<file path="src/rtl/cu_pipe.sv">
// cu_pipe: RV32I(+M) decode/control stage. Registers the ID decode into EX,
// sequences multi-cycle mul/div by stalling ID, and delays write-back controls to WB.
module cu_pipe #(
    parameter bit M_EXT      = 1'b1,
    parameter int MD_LATENCY = 4,
    parameter int WB_STAGES  = 2
) (
    input  logic        clk,
    input  logic        rst_n,
    input  logic [31:0] instr_i,
    input  logic        instr_valid_i,
    input  logic        stall_i,
    input  logic        flush_i,
    output logic        id_stall_o,
    output logic        ex_valid_o,
    output logic        ex_reg_write_o,
    output logic        ex_mem_write_o,
    output logic        ex_mem_read_o,
    output logic [2:0]  ex_mem_size_o,
    output logic        ex_jump_o,
    output logic        ex_jalr_o,
    output logic        ex_branch_o,
    output logic [2:0]  ex_branch_type_o,
    output logic [1:0]  ex_result_src_o,
    output logic        ex_alu_src_o,
    output logic        ex_alu_src_a_pc_o,
    output logic [2:0]  ex_imm_src_o,
    output logic [3:0]  ex_alu_ctrl_o,
    output logic        ex_muldiv_o,
    output logic        ex_illegal_o,
    output logic        wb_reg_write_o,
    output logic [1:0]  wb_result_src_o
);

    localparam logic [6:0] OP_R      = 7'b0110011;
    localparam logic [6:0] OP_I_ALU  = 7'b0010011;
    localparam logic [6:0] OP_LOAD   = 7'b0000011;
    localparam logic [6:0] OP_STORE  = 7'b0100011;
    localparam logic [6:0] OP_BRANCH = 7'b1100011;
    localparam logic [6:0] OP_JAL    = 7'b1101111;
    localparam logic [6:0] OP_JALR   = 7'b1100111;
    localparam logic [6:0] OP_LUI    = 7'b0110111;
    localparam logic [6:0] OP_AUIPC  = 7'b0010111;

    localparam int CNT_W = (MD_LATENCY > 1) ? $clog2(MD_LATENCY) : 1;

    typedef struct packed {
        logic       valid;
        logic       reg_write;
        logic       mem_write;
        logic       mem_read;
        logic [2:0] mem_size;
        logic       jump;
        logic       jalr;
        logic       branch;
        logic [2:0] branch_type;
        logic [1:0] result_src;
        logic       alu_src;
        logic       alu_src_a_pc;
        logic [2:0] imm_src;
        logic [3:0] alu_ctrl;
        logic       muldiv;
        logic       illegal;
    } ctrl_t;

    typedef enum logic {MD_IDLE, MD_BUSY} md_state_e;
    typedef logic [WB_STAGES-1:0][2:0] wb_line_t;

    function automatic wb_line_t wb_shift(input wb_line_t line, input logic [2:0] din);
        wb_line_t nxt;
        nxt[0] = din;
        for (int i = 1; i < WB_STAGES; i++) begin
            nxt[i] = line[i-1];
        end
        return nxt;
    endfunction

    logic [6:0] opcode;
    logic [2:0] funct3;
    logic [6:0] funct7;
    logic       unused_instr_bits;

    assign opcode = instr_i[6:0];
    assign funct3 = instr_i[14:12];
    assign funct7 = instr_i[31:25];
    assign unused_instr_bits = ^{instr_i[24:15], instr_i[11:7]};

    ctrl_t      ex_d, ex_q;
    wb_line_t   wb_d, wb_q;
    md_state_e  md_state_q;
    logic [CNT_W-1:0] md_cnt_q;
    logic       id_stall_q;
    logic       md_hold;
    logic [2:0] wb_in;

    always_comb begin
        ex_d = '0;
        case (opcode)
            OP_R: begin
                if (funct7 == 7'b0000000 || funct7 == 7'b0100000) begin
                    ex_d.reg_write = 1'b1;
                    ex_d.alu_ctrl  = {funct7[5], funct3};
                end else if (M_EXT && funct7 == 7'b0000001) begin
                    ex_d.reg_write = 1'b1;
                    ex_d.muldiv    = 1'b1;
                    ex_d.alu_ctrl  = {1'b0, funct3};
                end else begin
                    ex_d.illegal = 1'b1;
                end
            end
            OP_I_ALU: begin
                ex_d.reg_write = 1'b1;
                ex_d.alu_src   = 1'b1;
                // only srai carries the arithmetic bit; other immediates reuse funct7 bits as data
                ex_d.alu_ctrl  = {funct7[5] & (funct3 == 3'b101), funct3};
            end
            OP_LOAD: begin
                ex_d.reg_write  = 1'b1;
                ex_d.mem_read   = 1'b1;
                ex_d.alu_src    = 1'b1;
                ex_d.result_src = 2'b01;
                ex_d.mem_size   = funct3;
            end
            OP_STORE: begin
                ex_d.mem_write = 1'b1;
                ex_d.alu_src   = 1'b1;
                ex_d.imm_src   = 3'b001;
                ex_d.mem_size  = funct3;
            end
            OP_BRANCH: begin
                if (funct3 == 3'b010 || funct3 == 3'b011) begin
                    ex_d.illegal = 1'b1;
                end else begin
                    ex_d.branch      = 1'b1;
                    ex_d.branch_type = funct3;
                    ex_d.imm_src     = 3'b010;
                    ex_d.alu_ctrl    = 4'b1000;
                end
            end
            OP_JAL: begin
                ex_d.reg_write  = 1'b1;
                ex_d.jump       = 1'b1;
                ex_d.result_src = 2'b10;
                ex_d.imm_src    = 3'b011;
            end
            OP_JALR: begin
                ex_d.reg_write  = 1'b1;
                ex_d.jump       = 1'b1;
                ex_d.jalr       = 1'b1;
                ex_d.alu_src    = 1'b1;
                ex_d.result_src = 2'b10;
            end
            OP_LUI: begin
                ex_d.reg_write  = 1'b1;
                ex_d.result_src = 2'b11;
                ex_d.imm_src    = 3'b100;
            end
            OP_AUIPC: begin
                ex_d.reg_write    = 1'b1;
                ex_d.alu_src_a_pc = 1'b1;
                ex_d.alu_src      = 1'b1;
                ex_d.imm_src      = 3'b100;
            end
            default: ex_d.illegal = 1'b1;
        endcase
        if (ex_d.illegal) begin
            ex_d         = '0;
            ex_d.illegal = 1'b1;
        end
        ex_d.valid = 1'b1;
        if (!instr_valid_i) begin
            ex_d = '0;
        end
    end

    // A mul/div keeps EX while its countdown is non-zero; the WB line sees bubbles meanwhile.
    assign md_hold = (md_state_q == MD_BUSY) && (md_cnt_q != '0);
    assign wb_in   = md_hold ? 3'b000 : {ex_q.valid & ex_q.reg_write, ex_q.result_src};
    assign wb_d    = wb_shift(wb_q, wb_in);

    always_ff @(posedge clk or negedge rst_n) begin
        if (!rst_n) begin
            ex_q       <= '0;
            wb_q       <= '0;
            md_state_q <= MD_IDLE;
            md_cnt_q   <= '0;
            id_stall_q <= 1'b0;
        end else if (flush_i) begin
            ex_q       <= '0;
            wb_q       <= wb_d;
            md_state_q <= MD_IDLE;
            md_cnt_q   <= '0;
            id_stall_q <= 1'b0;
        end else if (!stall_i) begin
            wb_q <= wb_d;
            if (md_hold) begin
                md_cnt_q <= md_cnt_q - CNT_W'(1);
            end else begin
                ex_q <= ex_d;
                if (ex_d.muldiv && MD_LATENCY > 1) begin
                    md_state_q <= MD_BUSY;
                    md_cnt_q   <= CNT_W'(MD_LATENCY - 1);
                    id_stall_q <= 1'b1;
                end else begin
                    md_state_q <= MD_IDLE;
                    md_cnt_q   <= '0;
                    id_stall_q <= 1'b0;
                end
            end
        end
    end

    assign id_stall_o        = id_stall_q;
    assign ex_valid_o        = ex_q.valid;
    assign ex_reg_write_o    = ex_q.reg_write;
    assign ex_mem_write_o    = ex_q.mem_write;
    assign ex_mem_read_o     = ex_q.mem_read;
    assign ex_mem_size_o     = ex_q.mem_size;
    assign ex_jump_o         = ex_q.jump;
    assign ex_jalr_o         = ex_q.jalr;
    assign ex_branch_o       = ex_q.branch;
    assign ex_branch_type_o  = ex_q.branch_type;
    assign ex_result_src_o   = ex_q.result_src;
    assign ex_alu_src_o      = ex_q.alu_src;
    assign ex_alu_src_a_pc_o = ex_q.alu_src_a_pc;
    assign ex_imm_src_o      = ex_q.imm_src;
    assign ex_alu_ctrl_o     = ex_q.alu_ctrl;
    assign ex_muldiv_o       = ex_q.muldiv;
    assign ex_illegal_o      = ex_q.illegal;
    assign wb_reg_write_o    = wb_q[WB_STAGES-1][2];
    assign wb_result_src_o   = wb_q[WB_STAGES-1][1:0];

endmodule

</file>
<file path="config.mk">
export PLATFORM = sky130hd
export DESIGN_NAME = cu_pipe
export DESIGN_NICKNAME = d
export VERILOG_FILES = /design/src/rtl/cu_pipe.sv
export SDC_FILE = /design/constraint.sdc
export NUM_CORES = 1
export LEC_CHECK = 0
export CAP_MARGIN = 20
export CELL_PAD_IN_SITES_DETAIL_PLACEMENT = 0
export CELL_PAD_IN_SITES_GLOBAL_PLACEMENT = 2
export CORE_ASPECT_RATIO = 0.75
export CORE_MARGIN = 1.5
export CORE_UTILIZATION = 25
export CTS_CLUSTER_SIZE = 14
export DETAILED_ROUTE_END_ITERATION = 6
export PLACE_DENSITY_LB_ADDON = 0.1
export SLEW_MARGIN = 20
export SYNTH_ARGS = -nofsm -noshare
export SYNTH_HDL_FRONTEND = slang
export SYNTH_SLANG_ARGS = --single-unit
</file>
<file path="constraint.sdc">
create_clock -name clk -period 3.53 [get_ports clk]
set_clock_uncertainty 0.05 [all_clocks]
set_input_delay 0.706 -clock clk [delete_from_list [all_inputs] [get_ports clk]]
set_output_delay 0.706 -clock clk [all_outputs]
set_load 0.02 [all_outputs]
</file>
==> flow_summary.json, run 1 <==
{
  "run_status": "finished, final reports clean",
  "final_antenna_net_count": 0,
  "overflow": 0,
  "setup-tns-final_ps": 0,
  "power_mw": 0.846,
  "htreeDepth": 2,
  "post_cts_buffers": 0,
  "hold_class": "flip-flop to flip-flop",
  "vias": 1526,
  "synthCells": 166,
  "cpMaxStageDelayCell": "clkdlybuf4s50_1",
  "chipHeight_um": 75.4,
  "clkSlewWorstSetupHoldPaths_ps": 60,
  "cts_tree": "built",
  "synth_edf_count": 0,
  "critPathMaxStageDelay_ps": 850,
  "rows": 26,
  "timing.slew.headroom_pct": 60.5,
  "crit_fanout": 18,
  "antenna_found_initial": 0,
  "drive_above_1_share_pct": 9.59,
  "clock_latency_ps": 280,
  "cts.sinks": 34,
  "synthArstFlopShare_pct": 100,
  "finalCritPeriodShare_pct": 71.5,
  "synth_warnings": 0,
  "fin_util_pct": 36.0,
  "setup_slack_ps": 1010,
  "critical_path_class": "input port to flip-flop",
  "cts-root-buf": "clkbuf_8",
  "syn_area_per_cell_um2": 10.5,
  "gp_congestion": 0.799,
  "post-place-ws_ps": 713,
  "chipWidth_um": 99.6,
  "peakVddDrop_v": 0.000132,
  "design_area_um2": 2450,
  "initial_core_util_pct": 25.7,
  "fin_nets": 256,
  "diodes": 0,
  "fmax_mhz": 396,
  "ys_types": 47,
  "ys_seq_area_share_pct": 48.7,
  "path_cells": "clkdlybuf4s50_1 -> and3b_1 -> and3_4 -> nor2_1 -> a311o_1",
  "cp-end-kind": "flip-flop",
  "grt_pass1_wl_um": 7970,
  "synth_seq_cells": 34,
  "routed_wl_um": 5060,
  "drc": 0,
  "hold_buffers": 0,
  "grt_pass1_vias": 1492,
  "hold_slack_ps": 429,
  "synthesis.nets": 204,
  "nFillCells": 699,
  "finalMaxSlewViolations": 0,
  "routedWlPerCell_um": 16.7,
  "rsz0062_at_grt": "no",
  "vias_per_cell": 5.04,
  "die_area_um2": 7510,
  "hold_violations": 0,
  "max_cap_violations": 0,
  "first_pass_iters": 4,
  "tightestPinTransition_ps": 591,
  "finalSetupViolCount": 0,
  "required_ps": 3640,
  "ctsResizeCount": 0,
  "design.portCount": 67,
  "core-area_um2": 6800,
  "placedCellCount": 295,
  "arrival_ps": 2630,
  "clockBufferDepth": 2,
  "grt_max_degree": 35,
  "layout_common_cells": "clkdlybuf4s50_1, dfrtp_1, a22o_1, nor2_1, nand2_1",
  "ys.flop_type": "dfrtp_1",
  "drt-initial-drc-count": 50,
  "fin_crit_ps": 2520,
  "p_leak_nw": 1.05,
  "final_common_cell": "clkdlybuf4s50_1",
  "hpwl_um": 3750,
  "synth_area_um2": 1750,
  "p_per_area_nw_per_um2": 345,
  "area_growth_pct": 40.2,
  "numCtsBuffers": 5,
  "layoutNonFillerInstCount": 303,
  "placed_area_um2": 2340,
  "port_buffers": 51,
  "cp-start-kind": "input port",
  "grt_use_total_pct": 14.0
}
-- state kept, by name, indices dropped and copies added (netlist names), 2 cells and up --
register	cells
ex_alu_ctrl_o	4
ex_branch_type_o	3
ex_imm_src_o	3
ex_mem_size_o	3
ex_result_src_o	2
md_cnt_q	2
wb_d	3
wb_result_src_o	2
-- layout make-up --
cell class                 instances  area (um^2)  area share (%)
inverter                           5         18.8           0.766
multi-input combinational        117          828            33.8
timing repair buffer              55          541            22.1
tap                               84          105            4.29
clock buffer                       7         76.3            3.12
clock inverter                     1         30.0            1.23
sequential                        34          851            34.7
-- Yosys cell counts (all sizes together) (2+ instances only) --
cell type | number | area (um^2)
mux2i | 2 | 20.0
nand2b | 5 | 31.3
dfrtp | 34 | 851
inv | 5 | 18.8
and3b | 4 | 35.0
and2 | 2 | 12.5
nand3 | 6 | 30.0
o21ai | 9 | 45.0
and3 | 5 | 36.3
a22o | 14 | 123
nor2 | 11 | 41.3
nand2 | 12 | 47.6
clkbuf | 3 | 12.5
nor3 | 4 | 25.0
nor2b | 3 | 18.8
o21a | 2 | 15.0
buf | 7 | 37.5
a21oi | 6 | 33.8
a32o | 7 | 70.1
mux2 | 3 | 33.8
nand4 | 3 | 25.0
-- kinds of logic (layout without fill, tap and decap cells) --
kind of cell,Yosys count,count (layout),share of synthesized area (%)
muxes,5,5,3.08
DFF,34,34,48.7
buffers and inverters,15,68,3.94
and+or+nand+nor,63,63,21.5
AOI/OAI and AO/OA,48,48,22.1
adders and majority gates,1,1,0.716
-- where the power goes --
group | total (mW) | switching [mW] | leakage (nW) | internal (mW)
Clock | 0.346 | 0.135 | 0.0524 | 0.211
Combinational | 0.104 | 0.0595 | 0.528 | 0.0449
Sequential | 0.395 | 0.00212 | 0.472 | 0.393
Total | 0.846 | 0.197 | 1.05 | 0.649
-- per-layer routing --
metal | vias to the layer above | global-route usage [%] | share of wire, %
met3 | 5 | 3.94 | 5.9
met4 | 0 | 4.69 | 1.0
met2 | 50 | 22.2 | 43
met1 | 745 | 18.8 | 50
met5 | - | 0 | 0
li1 | 726 | - | -
-- critical path: cells and delay by family --
family	cells	cell delay, ps
simple gates	3	730
compound gates	1	350
buf+inv	1	850
-- path summary, 6_finish.rpt --
check	from	to	slack, ps	cells after the start
hold / removal	ex_alu_ctrl_o[3]$_DFFE_PN0P_	ex_alu_ctrl_o[3]$_DFFE_PN0P_	430	2
max in group asynchronous	rst_n	ex_valid_o$_DFFE_PN0P_	2310	2
min in group asynchronous	rst_n	ex_mem_write_o$_DFFE_PN0P_	800	2
setup reg to reg	md_cnt_q[0]$_DFFE_PN0P_	ex_reg_write_o$_DFFE_PN0P_	1540	6
setup / recovery	instr_i[6]	ex_reg_write_o$_DFFE_PN0P_	1010	5
hold reg to reg	ex_alu_ctrl_o[3]$_DFFE_PN0P_	ex_alu_ctrl_o[3]$_DFFE_PN0P_	430	2
(Power assumes the default switching activity.)
==> run 2, diff against run 1 <==
- clock period: 3.53 -> 2.51 ns (I/O delays scaled with it)
==> run 2 against run 1 <==
First-iteration DRC count increased by 40%. Worst setup slack got worse by 520 ps. Clock-buffer cell count decreased by 1. Via count increased by 0.79%. Utilization increased by 0.50 points. Clock power increased by 23%. Register-to-register slack got worse by 1000 ps. Sequential power increased by 41%.
==> flow_summary.json, run 2 (same netlist as run 1, synthesis figures left out) <==
{
  "run_status": "finished, final reports clean",
  "required_ps": 2630,
  "pwr-share-comb_pct": 13.6,
  "clkSlewWorstSetupHoldPaths_ps": 70,
  "setup-tns-final_ps": 0,
  "hpwl_um": 3830,
  "peakVddDrop_v": 0.000175,
  "htreeDepth": 2,
  "chipHeight_um": 75.4,
  "p_leak_nw": 1.08,
  "largest_reg_flops": 4,
  "critical_path_class": "input port to flip-flop",
  "hold_class": "flip-flop to flip-flop",
  "final_common_cell": "clkdlybuf4s50_1",
  "grt_max_degree": 35,
  "cp-start-kind": "input port",
  "cts_tree": "built",
  "p_sw_share_pct": 25.9,
  "area_growth_pct": 42.1,
  "drc": 0,
  "hold_violations": 0,
  "grt_pass1_vias": 1556,
  "power_switching_mw": 0.294,
  "finalMaxSlewViolations": 0,
  "pwr-share-seq_pct": 48.9,
  "rsz0062_at_grt": "no",
  "arrival_ps": 2140,
  "hold_buffers": 0,
  "numCtsBuffers": 5,
  "vias": 1538,
  "grt_use_total_pct": 14.3,
  "placedCellCount": 301,
  "design.portCount": 67,
  "first_pass_iters": 4,
  "setup_slack_ps": 487,
  "timing.slew.headroom_pct": 63.2,
  "routed_wl_um": 5110,
  "cts-root-buf": "clkbuf_8",
  "port_buffers": 51,
  "diodes": 0,
  "p_per_area_nw_per_um2": 457,
  "post-place-ws_ps": 199,
  "gp_congestion": 0.775,
  "rows": 26,
  "vias_per_cell": 4.98,
  "overflow": 0,
  "layoutNonFillerInstCount": 309,
  "max_cap_violations": 0,
  "regArea_um2": 851,
  "clockBufferDepth": 2,
  "final_antenna_net_count": 0,
  "fin_crit_ps": 2020,
  "fin_nets": 262,
  "fmax_mhz": 494,
  "finalCritPeriodShare_pct": 80.6,
  "core-area_um2": 6800,
  "finalSetupViolCount": 0,
  "nFillCells": 697,
  "drive_above_1_share_pct": 12.9,
  "intPower_mw": 0.842,
  "cts.sinks": 34,
  "clkPwrFrac_pct": 37.6,
  "die_area_um2": 7510,
  "layout_common_cells": "clkdlybuf4s50_1, dfrtp_1, a22o_1, nor2_1, nand2_1",
  "ctsResizeCount": 0,
  "initial_core_util_pct": 25.7,
  "multi_input_area_um2": 828,
  "routedWlPerCell_um": 16.5,
  "grt_pass1_wl_um": 8270,
  "cp-end-kind": "flip-flop",
  "antenna_found_initial": 0,
  "tightestPinTransition_ps": 553,
  "chipWidth_um": 99.6,
  "post_cts_buffers": 0,
  "drt-initial-drc-count": 70,
  "crit_fanout": 10,
  "clock_latency_ps": 280
}
[run 2: cell count changes in the layout (fill, tap and decap cells not counted)]
| cell | delta |
|---|---|
| buf_4 | +6 |
| bufinv_16 | -1 |
| clkbuf_1 | -2 |
| clkbuf_8 | +1 |
| clkinv_2 | +1 |
| clkinvlp_4 | +1 |
[run 2: final timing paths]
kind,start,to,slack (ps),depth (start not counted)
max,instr_i[4],ex_reg_write_o$_DFFE_PN0P_,490,5
min,wb_d[5]$_DFFE_PN0P_,wb_d[5]$_DFFE_PN0P_,440,2
max reg2reg,md_cnt_q[0]$_DFFE_PN0P_,ex_alu_src_o$_DFFE_PN0P_,510,6
min reg2reg,wb_d[5]$_DFFE_PN0P_,wb_d[5]$_DFFE_PN0P_,440,2
max in group asynchronous,rst_n,ex_alu_src_a_pc_o$_DFFE_PN0P_,1500,2
min in group asynchronous,rst_n,wb_d[5]$_DFFE_PN0P_,590,2
[run 2: stage by stage]
step / power (mW) / hold WS [ps] / area (um^2) / util, %
floorplan: 0.630 / 156 / 1750 / -
global placement: 0.718 / 414 / 2390 / 35.1
detailed placement: 0.721 / 431 / 2390 / 35.1
CTS: 1.15 / 447 / 2480 / 36.5
global route: 1.19 / 461 / 2480 / 36.5
finish: 1.14 / 439 / 2480 / 36.5
[run 2: critical path, cell delays in order]
cell             delay, ps
clkdlybuf4s50_1        550
and3b_1                400
and3_4                 250
nor2_1                 110
a311o_1                340
[run 2: power by group through the flow]
stage / Sequential (mW) / Combinational (mW) / Clock (mW)
after floorplan: 0.570 / 0.0602 / 0
after detailed placement: 0.566 / 0.155 / 0
after global placement: 0.566 / 0.152 / 0
after CTS: 0.555 / 0.155 / 0.440
final: 0.555 / 0.154 / 0.427
after global routing: 0.556 / 0.169 / 0.469
[run 2: cell type report]
class | count | share of cell area, %
sequential | 34 | 34.3
multi-input combinational | 117 | 33.4
timing repair buffer | 61 | 23.6
tap | 84 | 4.23
clock buffer | 6 | 3.32
inverter | 5 | 0.756
clock inverter | 2 | 0.504
[run 2: per-layer routing]
metal | share of wire, % | up-vias | global-route usage [%]
li1 | - | 742 | -
met1 | 51 | 745 | 20.9
met2 | 43 | 47 | 21.5
met3 | 4.8 | 4 | 3.58
met4 | 0.94 | 0 | 3.29
met5 | 0 | - | 0
